File: src/rtl/act_skew_feeder_if.sv
`default_nettype none
// ============================================================================
// Module      : act_skew_feeder_if
// Description : Upstream activation-vector handshake (valid/ready + lanes).
// Revision    : 1.0 - initial release
// ============================================================================
interface act_skew_feeder_if #(
    parameter int ROWS   = 4,
    parameter int DATA_W = 16
);
    logic                     in_valid;
    logic                     in_ready;
    logic [ROWS*DATA_W-1:0]   in_data;

    // Producer side (vector source).
    modport master (
        output in_valid,
        output in_data,
        input  in_ready
    );

    // Consumer side (the skew feeder).
    modport slave (
        input  in_valid,
        input  in_data,
        output in_ready
    );
endinterface
`default_nettype wire

File: src/rtl/act_skew_feeder.sv
`default_nettype none
// ============================================================================
// Module      : act_skew_feeder
// Description : Frames a tile of activation vectors and feeds them to the PE
//               array with a diagonal skew (row r delayed r cycles).
// Revision    : 1.0 - initial release
// ============================================================================
module act_skew_feeder #(
    parameter int ROWS   = 4,
    parameter int DATA_W = 16,
    parameter int LEN_W  = 8
) (
    input  wire logic                   clk,
    input  wire logic                   rst_n,
    input  wire logic                   start,
    input  wire logic [LEN_W-1:0]       tile_len,
    output logic                        busy,
    output logic                        done,
    act_skew_feeder_if.slave            in_bus,
    output logic [ROWS*DATA_W-1:0]      a_out,
    output logic [ROWS-1:0]             a_valid
);

    localparam int FC_W = (ROWS > 2) ? $clog2(ROWS - 1) : 1;
    localparam logic [FC_W-1:0] FLUSH_LAST = FC_W'((ROWS > 1) ? (ROWS - 2) : 0);

    typedef enum logic [1:0] {
        S_IDLE   = 2'd0,
        S_STREAM = 2'd1,
        S_FLUSH  = 2'd2
    } state_t;

    state_t             state_q, state_d;
    logic [LEN_W-1:0]   k_q, k_d;
    logic [LEN_W-1:0]   beat_q, beat_d;
    logic [FC_W-1:0]    flush_q, flush_d;
    logic               done_q, done_d;
    logic               accept;

    assign in_bus.in_ready = (state_q == S_STREAM);
    assign accept          = in_bus.in_valid && (state_q == S_STREAM);
    assign busy            = (state_q != S_IDLE);
    assign done            = done_q;

    always_comb begin
        state_d = state_q;
        k_d     = k_q;
        beat_d  = beat_q;
        flush_d = flush_q;
        done_d  = 1'b0;
        case (state_q)
            S_IDLE: begin
                if (start && (tile_len != '0)) begin
                    k_d     = tile_len;
                    beat_d  = '0;
                    state_d = S_STREAM;
                end
            end
            S_STREAM: begin
                if (accept) begin
                    beat_d = beat_q + LEN_W'(1);
                    if (beat_q == (k_q - LEN_W'(1))) begin
                        // A single row has no skew to drain.
                        if (ROWS == 1) begin
                            state_d = S_IDLE;
                            done_d  = 1'b1;
                        end else begin
                            state_d = S_FLUSH;
                            flush_d = '0;
                        end
                    end
                end
            end
            S_FLUSH: begin
                if (flush_q == FLUSH_LAST) begin
                    state_d = S_IDLE;
                    done_d  = 1'b1;
                end else begin
                    flush_d = flush_q + FC_W'(1);
                end
            end
            default: state_d = S_IDLE;
        endcase
    end

    always_ff @(posedge clk or negedge rst_n) begin
        if (!rst_n) begin
            state_q <= S_IDLE;
            k_q     <= '0;
            beat_q  <= '0;
            flush_q <= '0;
            done_q  <= 1'b0;
        end else begin
            state_q <= state_d;
            k_q     <= k_d;
            beat_q  <= beat_d;
            flush_q <= flush_d;
            done_q  <= done_d;
        end
    end

    // Lane r owns a private r+1 stage shift register for its slice only.
    for (genvar r = 0; r < ROWS; r++) begin : g_lane
        logic [DATA_W-1:0] dat_q [0:r];
        logic [DATA_W-1:0] dat_d [0:r];
        logic [r:0]        vld_q;
        logic [r:0]        vld_d;

        always_comb begin
            dat_d[0] = accept ? in_bus.in_data[r*DATA_W +: DATA_W] : '0;
            vld_d    = '0;
            vld_d[0] = accept;
            for (int s = 1; s <= r; s++) begin
                dat_d[s] = dat_q[s-1];
                vld_d[s] = vld_q[s-1];
            end
        end

        always_ff @(posedge clk or negedge rst_n) begin
            if (!rst_n) begin
                for (int s = 0; s <= r; s++) begin
                    dat_q[s] <= '0;
                end
                vld_q <= '0;
            end else begin
                for (int s = 0; s <= r; s++) begin
                    dat_q[s] <= dat_d[s];
                end
                vld_q <= vld_d;
            end
        end

        assign a_out[r*DATA_W +: DATA_W] = vld_q[r] ? dat_q[r] : '0;
        assign a_valid[r]                = vld_q[r];
    end

endmodule
`default_nettype wire

File: src/flat_wrapper.sv
// flat-port wrapper written by rule: the top's interface ports become plain ports
module act_skew_feeder_flat 
#(
    parameter int ROWS   = 4,
    parameter int DATA_W = 16,
    parameter int LEN_W  = 8
)
  (clk, rst_n, start, tile_len, busy, done, a_out, a_valid, in_bus_in_valid, in_bus_in_data, in_bus_in_ready);
  act_skew_feeder_if #(.ROWS(ROWS), .DATA_W(DATA_W)) in_bus_i ();
  input  wire logic clk;
  input  wire logic rst_n;
  input  wire logic start;
  input  wire logic [LEN_W-1:0] tile_len;
  output logic busy;
  output logic done;
  output logic [ROWS*DATA_W-1:0] a_out;
  output logic [ROWS-1:0] a_valid;
  input wire logic [$bits(in_bus_i.in_valid)-1:0] in_bus_in_valid;
  input wire logic [$bits(in_bus_i.in_data)-1:0] in_bus_in_data;
  output wire logic [$bits(in_bus_i.in_ready)-1:0] in_bus_in_ready;
  assign in_bus_i.in_valid = in_bus_in_valid;
  assign in_bus_i.in_data = in_bus_in_data;
  assign in_bus_in_ready = in_bus_i.in_ready;
  act_skew_feeder #(.ROWS(ROWS), .DATA_W(DATA_W), .LEN_W(LEN_W)) u_core (.clk(clk), .rst_n(rst_n), .start(start), .tile_len(tile_len), .busy(busy), .done(done), .in_bus(in_bus_i), .a_out(a_out), .a_valid(a_valid));
endmodule
File: config.mk
export PLATFORM = sky130hd
export DESIGN_NAME = act_skew_feeder_flat
export DESIGN_NICKNAME = d
export VERILOG_FILES = /design/src/rtl/act_skew_feeder_if.sv /design/src/rtl/act_skew_feeder.sv /design/src/flat_wrapper.sv
export SDC_FILE = /design/constraint.sdc
export NUM_CORES = 1
export LEC_CHECK = 0
export CAP_MARGIN = 30
export CORE_MARGIN = 2
export CORE_UTILIZATION = 43
export CTS_CLUSTER_DIAMETER = 150
export DETAILED_ROUTE_END_ITERATION = 6
export PLACE_DENSITY = 0.69
export SKIP_LAST_GASP = 1
export SLEW_MARGIN = 20
export SYNTH_ARGS = -nofsm -noshare
export SYNTH_HDL_FRONTEND = slang
export SYNTH_SLANG_ARGS = --single-unit
File: constraint.sdc
create_clock -name clk -period 3.35 [get_ports clk]
set_input_delay 0.8375 -clock clk [delete_from_list [all_inputs] [get_ports clk]]
set_output_delay 0.8375 -clock clk [all_outputs]
set_load 0.02 [all_outputs]
### Word level (Yosys, flattened, before mapping)

Cells that the tools add are included.

| storage, ports and cells | value |
|---|---|
| register bits | 191 |
| latch bits | 0 |
| memory bits (writable) | 0 |
| memory bits (read-only) | 0 |
| input port bits | 76 |
| output and inout bits | 71 |
| word-level logic and storage cells | 64 |
| memories kept | 0 |

| operators by class | value |
|---|---|
| add/subtract/negate cells | 3 |
| multiply operators | 0 |
| div/mod/pow operators | 0 |
| order comparisons | 0 |
| equality and inequality tests | 9 |
| shifts and indexed selects | 0 |
| multiplexer cells | 22 |
| bitwise operators | 0 |
| reduce and logical (&&, ||, !) cells | 11 |

Operators with widths:

| cell | number |
|---|---|
| 16-bit two-way mux | 8 |
| 8-bit two-way mux | 2 |
| 8-bit case mux with 2 select lines | 1 |
| 2-bit two-way mux | 7 |
| 8-bit by 1-bit adder with 8-bit output, second input constant | 1 |
| 8-bit == test | 1 |
| 2-bit by 1-bit != test with 1-bit output, second input constant | 4 |
| 4-bit AND reduction | 2 |
| 8-bit nonzero test | 1 |
| 8-bit by 1-bit subtractor with 8-bit output, second input constant | 1 |
| 2-bit case mux with 3 select lines | 1 |
| 2-bit nonzero test | 3 |
| 2-bit == test, second input constant | 2 |
| 2-bit case mux with 2 select lines | 1 |
| 3-bit AND reduction | 1 |
| 2-bit by 1-bit adder with 2-bit output, second input constant | 1 |
| 2-bit by 1-bit == test with 1-bit output, second input constant | 1 |
| 1-bit logical AND | 2 |
| 2-bit logical NOT | 1 |
| 1-bit two-way mux | 2 |
| 2-bit != test, second input constant | 1 |
| 2-bit AND reduction | 1 |

### Depth between registers and ports, before layout

| depth | value |
|---|---|
| depth in word-level cells | 5 |
| depth in mapped cells | 8 |
| mapped depth without buffers | 7 |

### Worst setup path before layout

No wires, ideal clock.

| timing path | value |
|---|---|
| kind | register -> register |
| start point | reg u_core.k_q[0] |
| end point | reg u_core.flush_q[0] |
| setup time | 0.143 ns |
| data arrival time | 1.888 ns |
| required time | 3.207 ns |
| slack | 1.319 ns |
| stages on the path, launching flop included | 9 |
| path buffers | 1 |
| period minus slack after synthesis | 2.031 ns |
| path through | dfrtp_1 inv_1 ha_1 clkbuf_2 nor2b_1 or3_1 a31o_2 a211oi_2 a41oi_1 |

| between the ends | value |
|---|---|
| cells in the longest elaborated chain, start to end | 4 |

RTL lines:

| element | RTL line | text |
|---|---|---|
| start, declared | act_skew_feeder.sv:34 | `logic [LEN_W-1:0] k_q, k_d;` |
| start signal, assigned | act_skew_feeder.sv:95 | `k_q <= k_d;` |
| 8-bit by 1-bit subtractor with 8-bit output | act_skew_feeder.sv:62 | `if (beat_q == (k_q - LEN_W'(1))) begin` |
| 8-bit == test | act_skew_feeder.sv:62 |  |
| 2-bit by 1-bit != test with 1-bit output (no source line) | -- |  |
| 4-bit AND reduction (no source line) | -- |  |
| end signal, assigned | act_skew_feeder.sv:97 | `flush_q <= flush_d;` |
| end, declared | act_skew_feeder.sv:36 | `logic [FC_W-1:0] flush_q, flush_d;` |

Every way passes these cells.
A chain may end at the register's enable or synchronous reset.

==> metrics.md <==
| Metric | Value |
|---|---|
| Status | `complete, no violations` |
| TritonCTS sink count | `185` |
| Cell Area, Synth | `around 6000 um2` |
| Reported max-cap violation count | `0` |
| Worst EP required | `approximately 2.5 ns` |
| Number of gates resized after CTS | `0` |
| Reg clk slew, reported paths | `about 0.07 ns` |
| Area of all placed cells without fillers | `~8400 um2` |
| Slew headroom | `just over 60%` |
| Share of synthesized area occupied by flip-flops and latches | `between 70% and 80%` |
| Detailed-router iteration count before antenna repair | `4` |
| Mapped Avg Cell Area | `between 10 and 15 um2` |
| Leak Pwr | `3.88 nW` |
| Share of synthesized registers carrying an async set or reset | `100%` |
| FMAX | `364 MHz` |
| Core area | `between 10000 and 15000 um2` |
| Port Buffer Count | `around 150` |
| FILL cells | `about 1100` |
| Fin worst setup slack | `about 0.60 ns` |
| Routability-driven placement congestion ratio | `0.844` |
| Setup TNS | `0 ns` |
| Period Utilization, post-route | `81.9%` |
| Setup clock skew after layout | `slightly above 0.007 ns` |
| Setup repair after global routing missed its margin | `no` |
| Average wire per standard cell | `between 10 and 15 um` |
| Die Width | `124 um` |
| Power per Cell Area | `a little under 800 nW/um2` |
| Flip-flop and latch count after synthesis | `roughly 190` |
| Antenna-violating nets left | `0` |
| Transition time of the tightest slew-check pin | `roughly 0.57 ns` |
| Initial antenna violation count | `2` |
| Overflow left after global routing | `0` |
| H-tree levels | `4` |
| Top cells by count, synth | `dfrtp_1 (185), and2_1 (129), nand2_1 (30)` |
| Cell types occupying the most area after synthesis | `dfrtp_1 (75%), and2_1 (13%), nand2_1 (1.8%)` |
| DRC violation count after routing | `0` |
| Fraction of final layout cells sized beyond drive strength 1 | `6.93%` |
| Placed cell area | `7830 um2` |
| Top_reg_cell synth | `dfrtp_1` |
| Most common cell in the netlist | `dfrtp_1` |
| Maximum buffer depth of the clock tree | `2` |
| Total CTS buffers | `17` |
| Vias per inst | `between 4 and 5` |
| Via count of the first global-routing pass | `approximately 3700` |
| Pre-CTS setup slack | `~0.7 ns` |
| Final slew viol count | `0` |
| Die height | `roughly 120 um` |
| Die footprint | `roughly 15000 um2` |
| Hold buffer count at CTS | `0` |
| Hold violation count in the final report | `0` |
| Number of cells produced by synthesis | `440` |
| Clock latency on the worst-skew pair | `approximately 0.42 ns` |
| Maximum VDD drop | `roughly 0.00033 V` |
| Total routed wirelength | `roughly 11 mm` |
| Wire length of the first global-routing pass | `18.0 mm` |
| Clock tree from TritonCTS | `built` |
| Drt first-iter violations | `roughly 190` |
| Leading area contributor after synthesis | `dfrtp_1` |
| Effective utilization at floorplan | `approximately 44%` |
| Startpoint types | `flop` |
| Number of nets in the synthesized netlist | `519` |
| Combined global-route utilization of all metal layers | `15.7%` |
| Maximum fanout count along the critical path | `18` |
| Path class of the lowest-slack min-delay path | `flop to flop` |
| Post-synth EDFFs | `0` |
| DR vias | `about 3600` |
| Number of cell rows | `43` |
| Clock Tree Root | `clkbuf_16` |
| Kind of end point of the critical path | `output pin` |
| Estimated wirelength of the detail-placed design | `roughly 7.7 mm` |
| Portion of synthesized cell area occupied by the leading cell type | `75.2%` |
| Final critical path time including I/O delays and setup | `between 2 and 3 ns` |
| Critical Setup Path Class | `flop to output pin` |
| Count of synthesis-stage warnings from yosys | `0` |
| Distinct cell type count after synthesis | `40` |
| Pin count of the biggest net entering global routing | `73` |
| Area grow syn2layout | `37.1%` |
| WP data arrival | `~1.9 ns` |
| Postcts setup bufs | `0` |
| Number of nets in the finished design | `~670` |
| I/O pin total | `about 150` |
| Count of endpoints failing setup in the final report | `0` |
-- state kept, by name, summed over array words and instances (netlist names) --
name and cells:
u_core.state_q 2, u_core.g_lane.dat_q 64, u_core.flush_q 2, u_core.g_lane.dat_d 96, u_core.beat_q 8, u_core.done 1
u_core.k_q 8, u_core.g_lane.vld_q 4
-- cell families (layout without fill, tap and decap cells) --
family | after synthesis | in the layout | share of synthesized area (%)
buffers and inverters | 21 | 187 | 1.38
adders and majority gates | 3 | 3 | 0.609
other | 0 | 1 | 0
AOI/OAI and AO/OA | 25 | 25 | 2.66
DFF | 185 | 185 | 75.2
and+or+nand+nor | 193 | 193 | 18.3
xor gates and xnor gates | 13 | 13 | 1.85
-- per-stage QoR --
stage	total power [mW]	hold slack, ns	util [%]	instances
final	6.59	0.344	60.6	787
after global routing	6.97	0.349	60.6	786
after CTS	6.69	0.345	60.6	786
after detailed placement	4.61	0.335	56.2	754
after global placement	4.54	0.331	56.2	754
after floorplan	3.90	0.331	-	440
-- cell usage in the layout, fill, tap and decap left out, types with 2 or more instances in the layout --
master / count
a21oi_1: 5
nand4_1: 4
o21ai_0: 8
and2_1: 129
nand2b_1: 2
nand2_1: 30
dfrtp_1: 185
clkbuf_16: 17
nor2_1: 9
inv_8: 3
ha_1: 3
nor3_1: 3
nor4_1: 2
nor2b_1: 2
bufinv_16: 3
buf_4: 3
xnor2_1: 7
clkinvlp_4: 2
inv_6: 3
inv_1: 4
o21bai_1: 2
clkdlybuf4s50_1: 145
clkinv_2: 3
or3_1: 3
nand3_1: 2
xor2_1: 6
-- final cells by class --
type,count,area [um2],area share (%)
sequential,185,4630,54.8
timing repair buffer,150,1510,17.9
multi-input combinational,234,1450,17.1
clock buffer,17,425,5.04
tap,180,225,2.67
clock inverter,15,189,2.24
inverter,5,18.8,0.222
antenna,1,2.50,0.0296
-- final timing paths --
check                                           start                    endpoint  slack, ns  cells past startpoint
max                         u_core.g_lane[3].vld_q[2]                   a_out[44]       0.60                      2
max in group asynchronous                       rst_n  u_core.g_lane[0].dat_q[13]       2.19                      2
min in group asynchronous                       rst_n   u_core.g_lane[3].dat_q[0]       0.41                      1
max reg2reg                             u_core.k_q[0]           u_core.flush_q[0]       1.06                      7
min reg2reg                u_core.g_lane[3].dat_d[39]  u_core.g_lane[3].dat_d[23]       0.34                      0
min                        u_core.g_lane[3].dat_d[39]  u_core.g_lane[3].dat_d[23]       0.34                      0
-- power breakdown --
part	internal (mW)	switching, mW	total (mW)
clock	1.19	0.850	2.04
sequential	2.74	0.299	3.04
combinational	0.753	0.756	1.51
total	4.69	1.91	6.59
-- critical path, cell delays in order (launching register included) --
cell	delay [ns]
dfrtp_1	0.64
and2_1	0.24
clkdlybuf4s50_1	0.61
-- metal layers --
metal  vias up  part of all wire (%)  global-route usage [%]
li1       1693                     -                       -
met1      1744                    41                    19.0
met3        18                   9.8                    7.14
met2       121                    48                    24.8
met4         0                   1.7                    6.32
met5         -                     0                       0
Power figures use the tool's default switching activity.
